$ cat src/rtl/cache_mem_arbiter.sv
// cache_mem_arbiter
// Shared refill / write-back controller between the icache, the dcache and a
// single 32-bit memory port. One line transaction at a time, fixed priority
// dcache write-back > dcache refill > icache refill. Each line moves as a
// LINE_BEATS-beat 32-bit burst; refill beats are assembled into a shared line
// buffer and the owner receives a one-cycle registered response pulse.
//
// Ports:
//   clk, reset                   clock, synchronous active-high reset
//   icache_rd_req/addr           icache line read request (level) and address
//   icache_ret_valid/data        icache refill pulse and line
//   dcache_rd_req/addr           dcache line read request (level) and address
//   dcache_ret_valid/data        dcache refill pulse and line
//   dcache_wr_req/addr/data      dcache write-back request, address, victim line
//   dcache_wr_done               write-back complete pulse
//   mem_req/we/addr              memory address phase (line-aligned address)
//   mem_addr_ok                  address phase accepted
//   mem_wdata/rdata/data_ok      memory data beats
module cache_mem_arbiter #(
  parameter int unsigned LINE_BEATS = 8,
  parameter int unsigned ADDR_W     = 32
) (
  input  logic                     clk,
  input  logic                     reset,
  input  logic                     icache_rd_req,
  input  logic [ADDR_W-1:0]        icache_rd_addr,
  output logic                     icache_ret_valid,
  output logic [LINE_BEATS*32-1:0] icache_ret_data,
  input  logic                     dcache_rd_req,
  input  logic [ADDR_W-1:0]        dcache_rd_addr,
  output logic                     dcache_ret_valid,
  output logic [LINE_BEATS*32-1:0] dcache_ret_data,
  input  logic                     dcache_wr_req,
  input  logic [ADDR_W-1:0]        dcache_wr_addr,
  input  logic [LINE_BEATS*32-1:0] dcache_wr_data,
  output logic                     dcache_wr_done,
  output logic                     mem_req,
  output logic                     mem_we,
  output logic [ADDR_W-1:0]        mem_addr,
  input  logic                     mem_addr_ok,
  output logic [31:0]              mem_wdata,
  input  logic [31:0]              mem_rdata,
  input  logic                     mem_data_ok
);

  localparam int unsigned LINE_W = LINE_BEATS * 32;
  localparam int unsigned CNT_W  = (LINE_BEATS > 1) ? $clog2(LINE_BEATS) : 1;
  localparam logic [CNT_W-1:0] LAST_BEAT = CNT_W'(LINE_BEATS - 1);

  localparam logic [1:0] ST_IDLE = 2'd0;
  localparam logic [1:0] ST_ADDR = 2'd1;
  localparam logic [1:0] ST_DATA = 2'd2;
  localparam logic [1:0] ST_RESP = 2'd3;

  localparam logic [1:0] OWN_ICACHE   = 2'd0;
  localparam logic [1:0] OWN_DCACHE_R = 2'd1;
  localparam logic [1:0] OWN_DCACHE_W = 2'd2;

  logic [1:0]        state_q, state_d;
  logic [1:0]        owner_q, owner_d;
  logic [ADDR_W-1:0] addr_q, addr_d;
  logic              we_q, we_d;
  logic [CNT_W-1:0]  cnt_q, cnt_d;
  logic [LINE_W-1:0] line_q, line_d;
  logic              ival_q, ival_d;
  logic              dval_q, dval_d;
  logic              wdone_q, wdone_d;

  always_comb begin
    state_d = state_q;
    owner_d = owner_q;
    addr_d  = addr_q;
    we_d    = we_q;
    cnt_d   = cnt_q;
    line_d  = line_q;
    ival_d  = 1'b0;
    dval_d  = 1'b0;
    wdone_d = 1'b0;
    case (state_q)
      ST_IDLE: begin
        // Write-back first so a dirty victim reaches memory before its set is re-read.
        if (dcache_wr_req) begin
          owner_d = OWN_DCACHE_W;
          addr_d  = {dcache_wr_addr[ADDR_W-1:5], 5'b0};
          we_d    = 1'b1;
          cnt_d   = '0;
          state_d = ST_ADDR;
        end else if (dcache_rd_req) begin
          owner_d = OWN_DCACHE_R;
          addr_d  = {dcache_rd_addr[ADDR_W-1:5], 5'b0};
          we_d    = 1'b0;
          cnt_d   = '0;
          state_d = ST_ADDR;
        end else if (icache_rd_req) begin
          owner_d = OWN_ICACHE;
          addr_d  = {icache_rd_addr[ADDR_W-1:5], 5'b0};
          we_d    = 1'b0;
          cnt_d   = '0;
          state_d = ST_ADDR;
        end
      end
      ST_ADDR: begin
        if (mem_addr_ok) state_d = ST_DATA;
      end
      ST_DATA: begin
        if (mem_data_ok) begin
          if (!we_q) line_d[32*cnt_q +: 32] = mem_rdata;
          cnt_d = cnt_q + CNT_W'(1);
          if (cnt_q == LAST_BEAT) begin
            state_d = ST_RESP;
            // Pulses are registered here so they appear exactly in the RESP cycle.
            ival_d  = (owner_q == OWN_ICACHE);
            dval_d  = (owner_q == OWN_DCACHE_R);
            wdone_d = (owner_q == OWN_DCACHE_W);
          end
        end
      end
      ST_RESP: begin
        // Requests are deliberately not sampled here; a requester dropping req
        // the cycle after its pulse is never granted twice.
        state_d = ST_IDLE;
      end
      default: state_d = ST_IDLE;
    endcase
  end

  always_ff @(posedge clk) begin
    if (reset) begin
      state_q <= ST_IDLE;
      owner_q <= OWN_ICACHE;
      addr_q  <= '0;
      we_q    <= 1'b0;
      cnt_q   <= '0;
      line_q  <= '0;
      ival_q  <= 1'b0;
      dval_q  <= 1'b0;
      wdone_q <= 1'b0;
    end else begin
      state_q <= state_d;
      owner_q <= owner_d;
      addr_q  <= addr_d;
      we_q    <= we_d;
      cnt_q   <= cnt_d;
      line_q  <= line_d;
      ival_q  <= ival_d;
      dval_q  <= dval_d;
      wdone_q <= wdone_d;
    end
  end

  assign mem_req          = (state_q == ST_ADDR);
  assign mem_we           = we_q;
  assign mem_addr         = addr_q;
  assign mem_wdata        = (state_q == ST_DATA && we_q) ? dcache_wr_data[32*cnt_q +: 32] : 32'h0;
  assign icache_ret_valid = ival_q;
  assign dcache_ret_valid = dval_q;
  assign dcache_wr_done   = wdone_q;
  assign icache_ret_data  = line_q;
  assign dcache_ret_data  = line_q;

endmodule

$ cat config.mk
export PLATFORM = sky130hd
export DESIGN_NAME = cache_mem_arbiter
export DESIGN_NICKNAME = d
export VERILOG_FILES = /design/src/rtl/cache_mem_arbiter.sv
export SDC_FILE = /design/constraint.sdc
export NUM_CORES = 1
export LEC_CHECK = 0
export BUFFER_PORTS_ARGS = -buffer_cell sky130_fd_sc_hd__buf_4
export CORE_AREA = 5 5 372 374
export DETAILED_ROUTE_END_ITERATION = 8
export DIE_AREA = 0 0 377 379
export PLACE_DENSITY = 0.37
export SYNTH_ARGS = -nofsm -noshare
export SYNTH_HDL_FRONTEND = slang
export SYNTH_SLANG_ARGS = --single-unit
$ cat constraint.sdc
create_clock -name clk -period 4.18 [get_ports clk]
set_clock_uncertainty 0.15 [all_clocks]
set_input_delay 0.418 -clock clk [delete_from_list [all_inputs] [get_ports clk]]
set_output_delay 0.418 -clock clk [all_outputs]
set_load 0.02 [all_outputs]
==> flow_summary.ini, run 1 <==
[synthesis]
netlist_top_cells_count = dfxtp_1, buf_4, mux2i_1
synth_ff_type = dfxtp_1
synth.yosys.warnings = 0
synth_area_leaders = dfxtp_1, mux2i_1, buf_4
yosysSeqAreaShare_pct = 35.6
syn_inst = 1641
yosysMostFrequentCell = dfxtp_1
synth_top_area_cell = dfxtp_1
synth_edf_count = 0
synth_top_area_share_pct = 35.6
syn_area_um2 = 16500
ys_types = 46
avgSynthCellArea_um2 = 10.0
synth-async-reset-ratio_pct = 0
ys_seq_elements = 293

[setup_path]
worstSetupStartpointType = register
critPathSlowestCell = buf_4
crit_path_frequent_cell = buf_4
critPathArrivalTime_ns = 2.93
cp.buffers_inverters = 3
crit_cells = 5
cpLargestDelayFamily = buffers and inverters
max_stage_delay_ns = 0.55
cp_max_fo = 45
criticalPathCategory = register to output pin
r2r_cells = 7
worst_ep_required_time_ns = 3.61
end_kind = output pin
crit_chain = buf_4 -> buf_4 -> mux4_2 -> a22o_1 -> buf_4

[clock_network]
cts_tree = built
htreeDepth = 2
ctsRootBufferMaster = clkbuf_16
insertion_delay_ns = 0.57
hold_buffers = 26
clk_path_buf_depth = 3
cts_resized = 0
cts_sinks = 293
cts_buffers = 38
postCtsSetupBuffers = 0
clk_pin_slew_ns = 0.06

[sta]
setup_violations = 0
finalCriticalPeriod_ns = 3.50
drv_slew = 0
worstMarginPinSlew_ns = 1.18
hold_violations = 0
rsz0062_at_grt = false
clock.fmax_mhz = 286
fin_setup_tns_ns = 0
fin_crit_sh_pct = 83.8
max_slew_margin_pct = 21.4

[cells_and_area]
area_growth_pct = 52.6
nets = 2694
stdcell_count = 4108
fin_area_um2 = 25100
drive_above_1_share_pct = 49.8

[routing]
ant_nets = 0
drt_iter0_markers = 778
dr_total_vias = 14701
routed_wl_mm = 94.2
post-route-drc-count = 0
post_drt_wl_per_cell_um = 22.9
avgViaCountPerCell = 3.58
dr.pass1.iters = 4

[placed_design]
gp_congestion = 0.849
placed_area_um2 = 23700
numPlacedInstances = 4010
port_buffers = 951
dp_hpwl_mm = 75.0

[power]
peakVddDrop_mv = 0.205
clkPwrFrac_pct = 38.9
p_per_area_nw_per_um2 = 330
internal-power_uw = 5630
sw_frac_of_total_pct = 32.1
leakagePower_uw = 0.0110
power_uw = 8300
p_switching_uw = 2670
power_frac_seq_pct = 36.3
p_comb_share_pct = 24.8

[global_routing]
grt_max_degree = 122
antenna_found_initial = 8
grt_pass1_wl_mm = 125
grt_usage_pct = 12.4
overflow = 0
grt_pass1_vias = 15204

[outcome]
status = finished, final reports clean

[die]
rows = 135
ios = 972
die_w_um = 377
start_util_pct = 12.2
die_h_um = 379
die_area_um2 = 143000
core_um2 = 135000

[min_path]
whs_path_depth = 3
hold_class = input pin to register

[flow_run]
cap_violations = 0
==> metal layers <==
metal / global-route usage (%) / part of all wire [%]
met1: 16.9 / 46
met2: 20.0 / 46
met3: 3.11 / 6.3
met4: 2.16 / 1.5
met5: 0 / 0.047
==> cell families (layout without fill, tap and decap cells) <==
group,after synthesis,in the layout,share of synthesized area [%]
AND/OR/NAND/NOR,457,457,16.9
buffers and inverters,401,1075,15.9
multiplexers,317,317,24.1
flip-flops,293,293,35.6
AO/OA/AOI/OAI,164,164,6.90
adder cells (fa/ha/maj),8,8,0.608
other,1,13,0.0228
==> path summary, 6_finish.rpt <==
path / startpoint / endpoint / slack [ns]
setup / recovery: cnt_q[1] / mem_wdata[28] / 0.68
hold / removal: mem_rdata[15] / dcache_ret_data[239] / 0.05
setup reg to reg: cnt_q[0] / dcache_ret_data[64] / 1.33
hold reg to reg: mem_addr[15] / mem_addr[15] / 0.34
==> final cells by class <==
| class | instances | area [µm²] |
|---|---|---|
| well taps | 1781 | 2230 |
| clock buffers | 54 | 1080 |
| fillers | 14940 | 109000 |
| inverters | 6 | 22.5 |
| multi-input cells | 951 | 8110 |
| clock inverters | 10 | 104 |
| repair buffers | 1005 | 7700 |
| diodes | 8 | 20.0 |
| flip-flops and latches | 293 | 5870 |
==> state kept, by name, indices dropped and copies added (netlist names), 2 cells and up <==
name and cells:
cnt_q 3, dcache_ret_data 256, mem_addr 27, state_q 2
==> layout by cell type, fill, tap and decap left out, types with 32 or more instances in the layout <==
cell	n
nand3_1	32
o31ai_1	33
a21oi_1	37
a22o_1	59
nand2_1	94
mux2i_1	253
buf_4	971
nand2b_1	232
nand4_1	35
clkbuf_16	38
mux4_2	64
dfxtp_1	291
==> per-stage QoR <==
step           utilization [%]  worst slack [ns]  hold slack, ns
6_report                  18.7             0.678          0.0492
5_1_grt                   18.7             0.580          0.0120
4_1_cts                   18.7             0.663        0.000534
3_5_place_dp              17.6              1.22           0.320
3_3_place_gp              17.6              1.25           0.320
2_1_floorplan                -              1.37           0.308
==> worst min-delay path, delay by kind of cell <==
kind	cells	cell delay, ns
and+or+nand+nor	1	0.07
buffers and inverters	1	0.16
muxes	1	0.06
==> power by group through the flow <==
stage | Combinational, µW | Clock [µW] | Sequential [µW]
2_1_floorplan | 1010 | 0 | 3120
3_3_place_gp | 2060 | 0 | 3080
3_5_place_dp | 2060 | 0 | 3070
4_1_cts | 2090 | 3390 | 3010
5_1_grt | 2210 | 3480 | 3030
6_report | 2060 | 3230 | 3020
No activity file was read; power rests on OpenSTA's default activity.
==> run 2: changes to the inputs <==
--- a/config.mk
+++ b/config.mk
@@ -5,10 +5,11 @@
 export SDC_FILE = /design/constraint.sdc
 export NUM_CORES = 1
 export LEC_CHECK = 0
+export ABC_AREA = 1
 export BUFFER_PORTS_ARGS = -buffer_cell sky130_fd_sc_hd__buf_4
-export CORE_AREA = 5 5 372 374
+export CORE_AREA = 5 5 373 375
 export DETAILED_ROUTE_END_ITERATION = 8
-export DIE_AREA = 0 0 377 379
+export DIE_AREA = 0 0 378 380
 export PLACE_DENSITY = 0.37
 export SYNTH_ARGS = -nofsm -noshare
 export SYNTH_HDL_FRONTEND = slang
==> constraint.sdc (replaced) <==
create_clock -name clk -period 3.35 [get_ports clk]
set_clock_uncertainty 0.15 [all_clocks]
set_input_delay 0.335 -clock clk [delete_from_list [all_inputs] [get_ports clk]]
set_output_delay 0.335 -clock clk [all_outputs]
set_load 0.02 [all_outputs]
==> flow_summary.ini, run 2 <==
[sta]
setup_violations = 0
hold_violations = 0
worstMarginPinSlew_ns = 0.778
fin_setup_tns_ns = 0
holdWs_ns = 0.0326
fin_crit_sh_pct = 91.2
finalCriticalPeriod_ns = 3.06
clock.fmax_mhz = 327
rsz0062_at_grt = false
max_slew_margin_pct = 47.9
drv_slew = 0

[placed_design]
gp_congestion = 0.792
placed_area_um2 = 23500
numPlacedInstances = 4814
dp_hpwl_mm = 81.6
port_buffers = 951

[die]
die_w_um = 378
die_area_um2 = 144000
core_um2 = 135000
start_util_pct = 12.2
ios = 972
rows = 135
die_h_um = 380

[synthesis]
syn_area_um2 = 16500
synth_top_area_cell = dfxtp_1
ys_types = 28
synth.yosys.warnings = 0
ys_seq_elements = 293
yosys.area_share.simple_pct = 24.1
synth_xor_area_share_pct = 0
synth_edf_count = 0
synth_top_area_share_pct = 35.7
netlist_top_cells_count = nor2_1, o21ai_0, dfxtp_1
synth-async-reset-ratio_pct = 0
synth_adder_area_share_pct = 0.608
yosysMostFrequentCell = nor2_1
synth_top_family_by_area = simple AND/OR/NAND/NOR gates
avgSynthCellArea_um2 = 6.66
syn_inst = 2471
synth_ff_type = dfxtp_1
synth_compound_area_share_pct = 19.8
synthMuxAreaShare_pct = 0
synth_area_leaders = dfxtp_1, nor2_1, buf_4
yosysSeqAreaShare_pct = 35.7

[clock_network]
cts_buffers = 39
cts_tree = built
insertion_delay_ns = 0.56
clk_path_buf_depth = 3
clk_pin_slew_ns = 0.06
htreeDepth = 2
ctsRootBufferMaster = clkbuf_16
postCtsSetupBuffers = 0
cts_sinks = 293

[power]
peakVddDrop_mv = 0.393
clkPwrFrac_pct = 26.4
p_per_area_nw_per_um2 = 605
p_switching_uw = 7190
sw_frac_of_total_pct = 46.9
p_comb_share_pct = 48.1
internal-power_uw = 8130
leakagePower_uw = 0.0116
power_frac_seq_pct = 25.4

[cells_and_area]
nets = 3533
fin_area_um2 = 25300
fill_cells = 15478
final_cell_mix = buf_4, nor2_1, o21ai_0
largest_reg_flops = 256
area_growth_pct = 53.9
final_common_cell = buf_4
multi_input_area_um2 = 7360
drive_above_1_share_pct = 34.6
stdcell_count = 4946
register_area_um2 = 5870

[setup_path]
worst_ep_required_time_ns = 2.86
critPathArrivalTime_ns = 2.57
reg2reg_from = cnt_q[0]
end_kind = output pin
cp_max_fo = 74
worstSetupStartpointType = register
criticalPathCategory = register to output pin
startpoint = cnt_q[0]

[global_routing]
grt_usage_pct = 13.6
grt_max_degree = 143
antenna_found_initial = 12
grt_pass1_wl_mm = 141
overflow = 0
grt_pass1_vias = 18125

[min_path]
min-delay-start = mem_rdata[6]
hold_class = input pin to register

[routing]
drt_iter0_markers = 997
routed_wl_mm = 104
dr_total_vias = 18550
dr.pass1.iters = 4
avgViaCountPerCell = 3.75
post_drt_wl_per_cell_um = 21.1
ant_nets = 0
post-route-drc-count = 0

[flow_run]
cap_violations = 0

[outcome]
status = finished, final reports clean
## run 2: routing by layer
| layer | track usage, % | routed length, µm | up-vias | part of all wire (%) |
|---|---|---|---|---|
| met5 | 0 | 12 | - | 0.012 |
| met4 | 3.26 | 2350 | 2 | 2.2 |
| met3 | 2.58 | 6740 | 107 | 6.5 |
| met2 | 23.8 | 51100 | 724 | 49 |
| met1 | 17.2 | 44200 | 8628 | 42 |
| li1 | - | - | 9089 | - |
## run 2: kinds of logic (layout without fill, tap and decap cells)
logic type               Yosys count  after routing
other                              1             10
adder cells (fa/ha/maj)            8              8
flip-flops                       293            293
AND/OR/NAND/NOR                  996            996
AO/OA/AOI/OAI                    626            626
buffers and inverters            547           1232
## run 2: what timing repair did
action | 4_1_cts | 5_1_grt
hold endpoints to repair | 61 | 0
gates cloned | 0 | 1
gates resized for setup | 2 | 0
hold buffers | 59 | 0
endpoints found under the setup margin | 1 | 4
## run 2: layout make-up
cell class                      instances  share of cell area [%]
Clock buffer                           59                    4.51
Multi-Input combinational cell       1635                    29.1
Tap cell                             1781                    8.80
Inverter                              104                    1.62
Clock inverter                          8                   0.203
Sequential cell                       293                    23.2
Antenna cell                            5                  0.0494
Timing Repair Buffer                 1061                    32.6
## run 2: final timing paths
kind / slack [ns] / to / depth (start not counted)
min: 0.03 / dcache_ret_data[6] / 3
max: 0.29 / mem_wdata[7] / 8
min reg2reg: 0.31 / mem_addr[31] / 2
max reg2reg: 0.53 / dcache_ret_data[197] / 11
## run 2: metrics by stage
step                setup slack, ns  total power (µW)  util, %
finish                        0.295             15300     18.8
global route                  0.114             16400     18.8
detailed placement            0.382             11300     17.4
floorplan                     0.810              8190        -
global placement              0.382             11400     17.4
CTS                         0.00967             15600     18.7
## run 2: power groups by stage
stage,clock (µW),combinational (µW),sequential [µW]
after CTS,4230,7460,3900
final,4050,7370,3900
after detailed placement,0,7360,3970
after global routing,4370,8110,3930
after global placement,0,7390,3960
after floorplan,0,4120,4070
## run 2: critical path, cell delays in order (launching register included)
cell      delay [ns]
dfxtp_4         0.39
inv_6           0.07
buf_12          0.30
buf_12          0.36
nor2_1          0.07
o211ai_1        0.41
nand2_1         0.09
nor2_1          0.10
buf_4           0.15
==> run 3: changes to the inputs <==
--- a/config.mk
+++ b/config.mk
@@ -7,10 +7,13 @@
 export LEC_CHECK = 0
 export ABC_AREA = 1
 export BUFFER_PORTS_ARGS = -buffer_cell sky130_fd_sc_hd__buf_4
-export CORE_AREA = 5 5 373 375
+export CELL_PAD_IN_SITES_DETAIL_PLACEMENT = 0
+export CELL_PAD_IN_SITES_GLOBAL_PLACEMENT = 1
+export CORE_AREA = 5 5 378 380
+export CTS_BUF_LIST = sky130_fd_sc_hd__clkbuf_16
 export DETAILED_ROUTE_END_ITERATION = 8
-export DIE_AREA = 0 0 378 380
-export PLACE_DENSITY = 0.37
+export DIE_AREA = 0 0 383 385
+export PLACE_DENSITY = 0.46
 export SYNTH_ARGS = -nofsm -noshare
 export SYNTH_HDL_FRONTEND = slang
 export SYNTH_SLANG_ARGS = --single-unit
==> flow_summary.ini, run 3 (synthesis gave the netlist of run 2 again) <==
[setup_path]
criticalPathCategory = register to output pin
critPathSlowestCell = o22ai_1
max_stage_delay_ns = 0.41
cp_max_fo = 76
crit_chain = inv_6 -> buf_12 -> o21ai_0 -> o22ai_1 -> buf_4 -> nor2_1 -> nor2_1 -> buf_4
worst_ep_required_time_ns = 2.86
critPathArrivalTime_ns = 2.67
worstSetupStartpointType = register
end_kind = output pin

[sta]
worstMarginPinSlew_ns = 0.980
fin_crit_sh_pct = 94.1
rsz0062_at_grt = false
clock.fmax_mhz = 317
finalCriticalPeriod_ns = 3.15
hold_violations = 0
fin_setup_tns_ns = 0
setup_violations = 0
max_slew_margin_pct = 34.6
drv_slew = 0

[global_routing]
grt_pass1_vias = 18227
grt_max_degree = 100
antenna_found_initial = 18
grt_usage_pct = 13.7
grt_pass1_wl_mm = 144
overflow = 0

[clock_network]
htreeDepth = 2
ctsRootBufferMaster = clkbuf_16
cts_sinks = 293
cts_buffers = 38
insertion_delay_ns = 0.56
clk_path_buf_depth = 3
cts_tree = built
clk_pin_slew_ns = 0.06

[routing]
avgViaCountPerCell = 3.75
post-route-drc-count = 0
dr_total_vias = 18603
ant_nets = 0
post_drt_wl_per_cell_um = 21.5
drt_iter0_markers = 1084
routed_wl_mm = 107
dr.pass1.iters = 5

[min_path]
hold_class = input pin to register

[die]
start_util_pct = 11.8
die_h_um = 385
core_um2 = 139000
ios = 972
die_w_um = 383
rows = 137
die_area_um2 = 147000

[cells_and_area]
drive_above_1_share_pct = 34.5
final_cell_mix = buf_4, nor2_1, o21ai_0
final_common_cell = buf_4
fin_area_um2 = 25300
nets = 3528
area_growth_pct = 53.6
largest_reg_flops = 256

[outcome]
status = finished, final reports clean

[power]
p_per_area_nw_per_um2 = 606
leakagePower_uw = 0.0116
peakVddDrop_mv = 0.590

[flow_run]
cap_violations = 0

[placed_design]
placed_area_um2 = 23500
port_buffers = 951
dp_hpwl_mm = 82.9
gp_congestion = 0.804
==> run 3: cell types whose count changed in the layout (fill, tap and decap cells not counted), moves of 2 or more <==
cell	change
dlygate4sd3_1	-4
clkbuf_8	-9
clkbuf_16	-2
bufinv_16	+2
clkinv_4	-2
inv_1	+9
clkinv_2	+3
clkbuf_1	-11
diode_2	+2
clkinv_1	+4
==> run 3: repair_timing <==
item | CTS | global route
gates resized for setup | 2 | 0
endpoints found under the hold margin | 56 | 0
hold buffers | 55 | 0
buffers inserted | 0 | 0
endpoints found under the setup margin | 2 | 0
==> run 3: final timing paths <==
path | startpoint | endpoint | slack [ns] | depth (start not counted)
max reg2reg | cnt_q[0] | dcache_ret_data[205] | 0.64 | 11
min | mem_rdata[7] | dcache_ret_data[7] | 0.03 | 3
max | cnt_q[0] | mem_wdata[26] | 0.20 | 8
min reg2reg | mem_addr[31] | mem_addr[31] | 0.31 | 2
==> run 3: through the flow <==
step                      util (%)  cells  total power [µW]  hold slack, ns  worst slack [ns]
after detailed placement      16.9   4840             11500           0.308             0.577
after CTS                     18.2   4960             15700         0.00560            0.0727
final                         18.2   4967             15300          0.0253             0.198
after floorplan                  -   2475              8190           0.293             0.810
after global placement        16.9   4840             11500           0.303             0.571
after global routing          18.2   4961             16500         0.00822            0.0205
==> run 3: per-layer routing <==
| metal | part of all wire, % | global-route usage [%] |
|---|---|---|
| met1 | 44 | 17.8 |
| met2 | 48 | 23.6 |
| met3 | 6.1 | 2.44 |
| met4 | 1.9 | 2.88 |
| met5 | 0.035 | 0 |
==> run 3: cell type report <==
cell class / instances / area (µm²)
clock buffers: 38 / 951
multi-input cells: 1635 / 7350
diodes: 7 / 17.5
flip-flops and latches: 293 / 5870
inverters: 104 / 410
well taps: 1807 / 2260
fillers: 15934 / 114000
repair buffers: 1057 / 8220
clock inverters: 26 / 181
==> run 3: critical path, delay by kind of cell (launching register included) <==
family / cells / cell delay (ns)
compound gates: 2 / 0.68
buf+inv: 4 / 0.83
flops: 1 / 0.38
simple gates: 2 / 0.17
==> run 3: where the power goes <==
group | internal, µW | leakage [µW] | switching, µW
clock network | 2210 | 0.000594 | 1720
logic | 2160 | 0.00865 | 5340
registers | 3690 | 0.00237 | 184
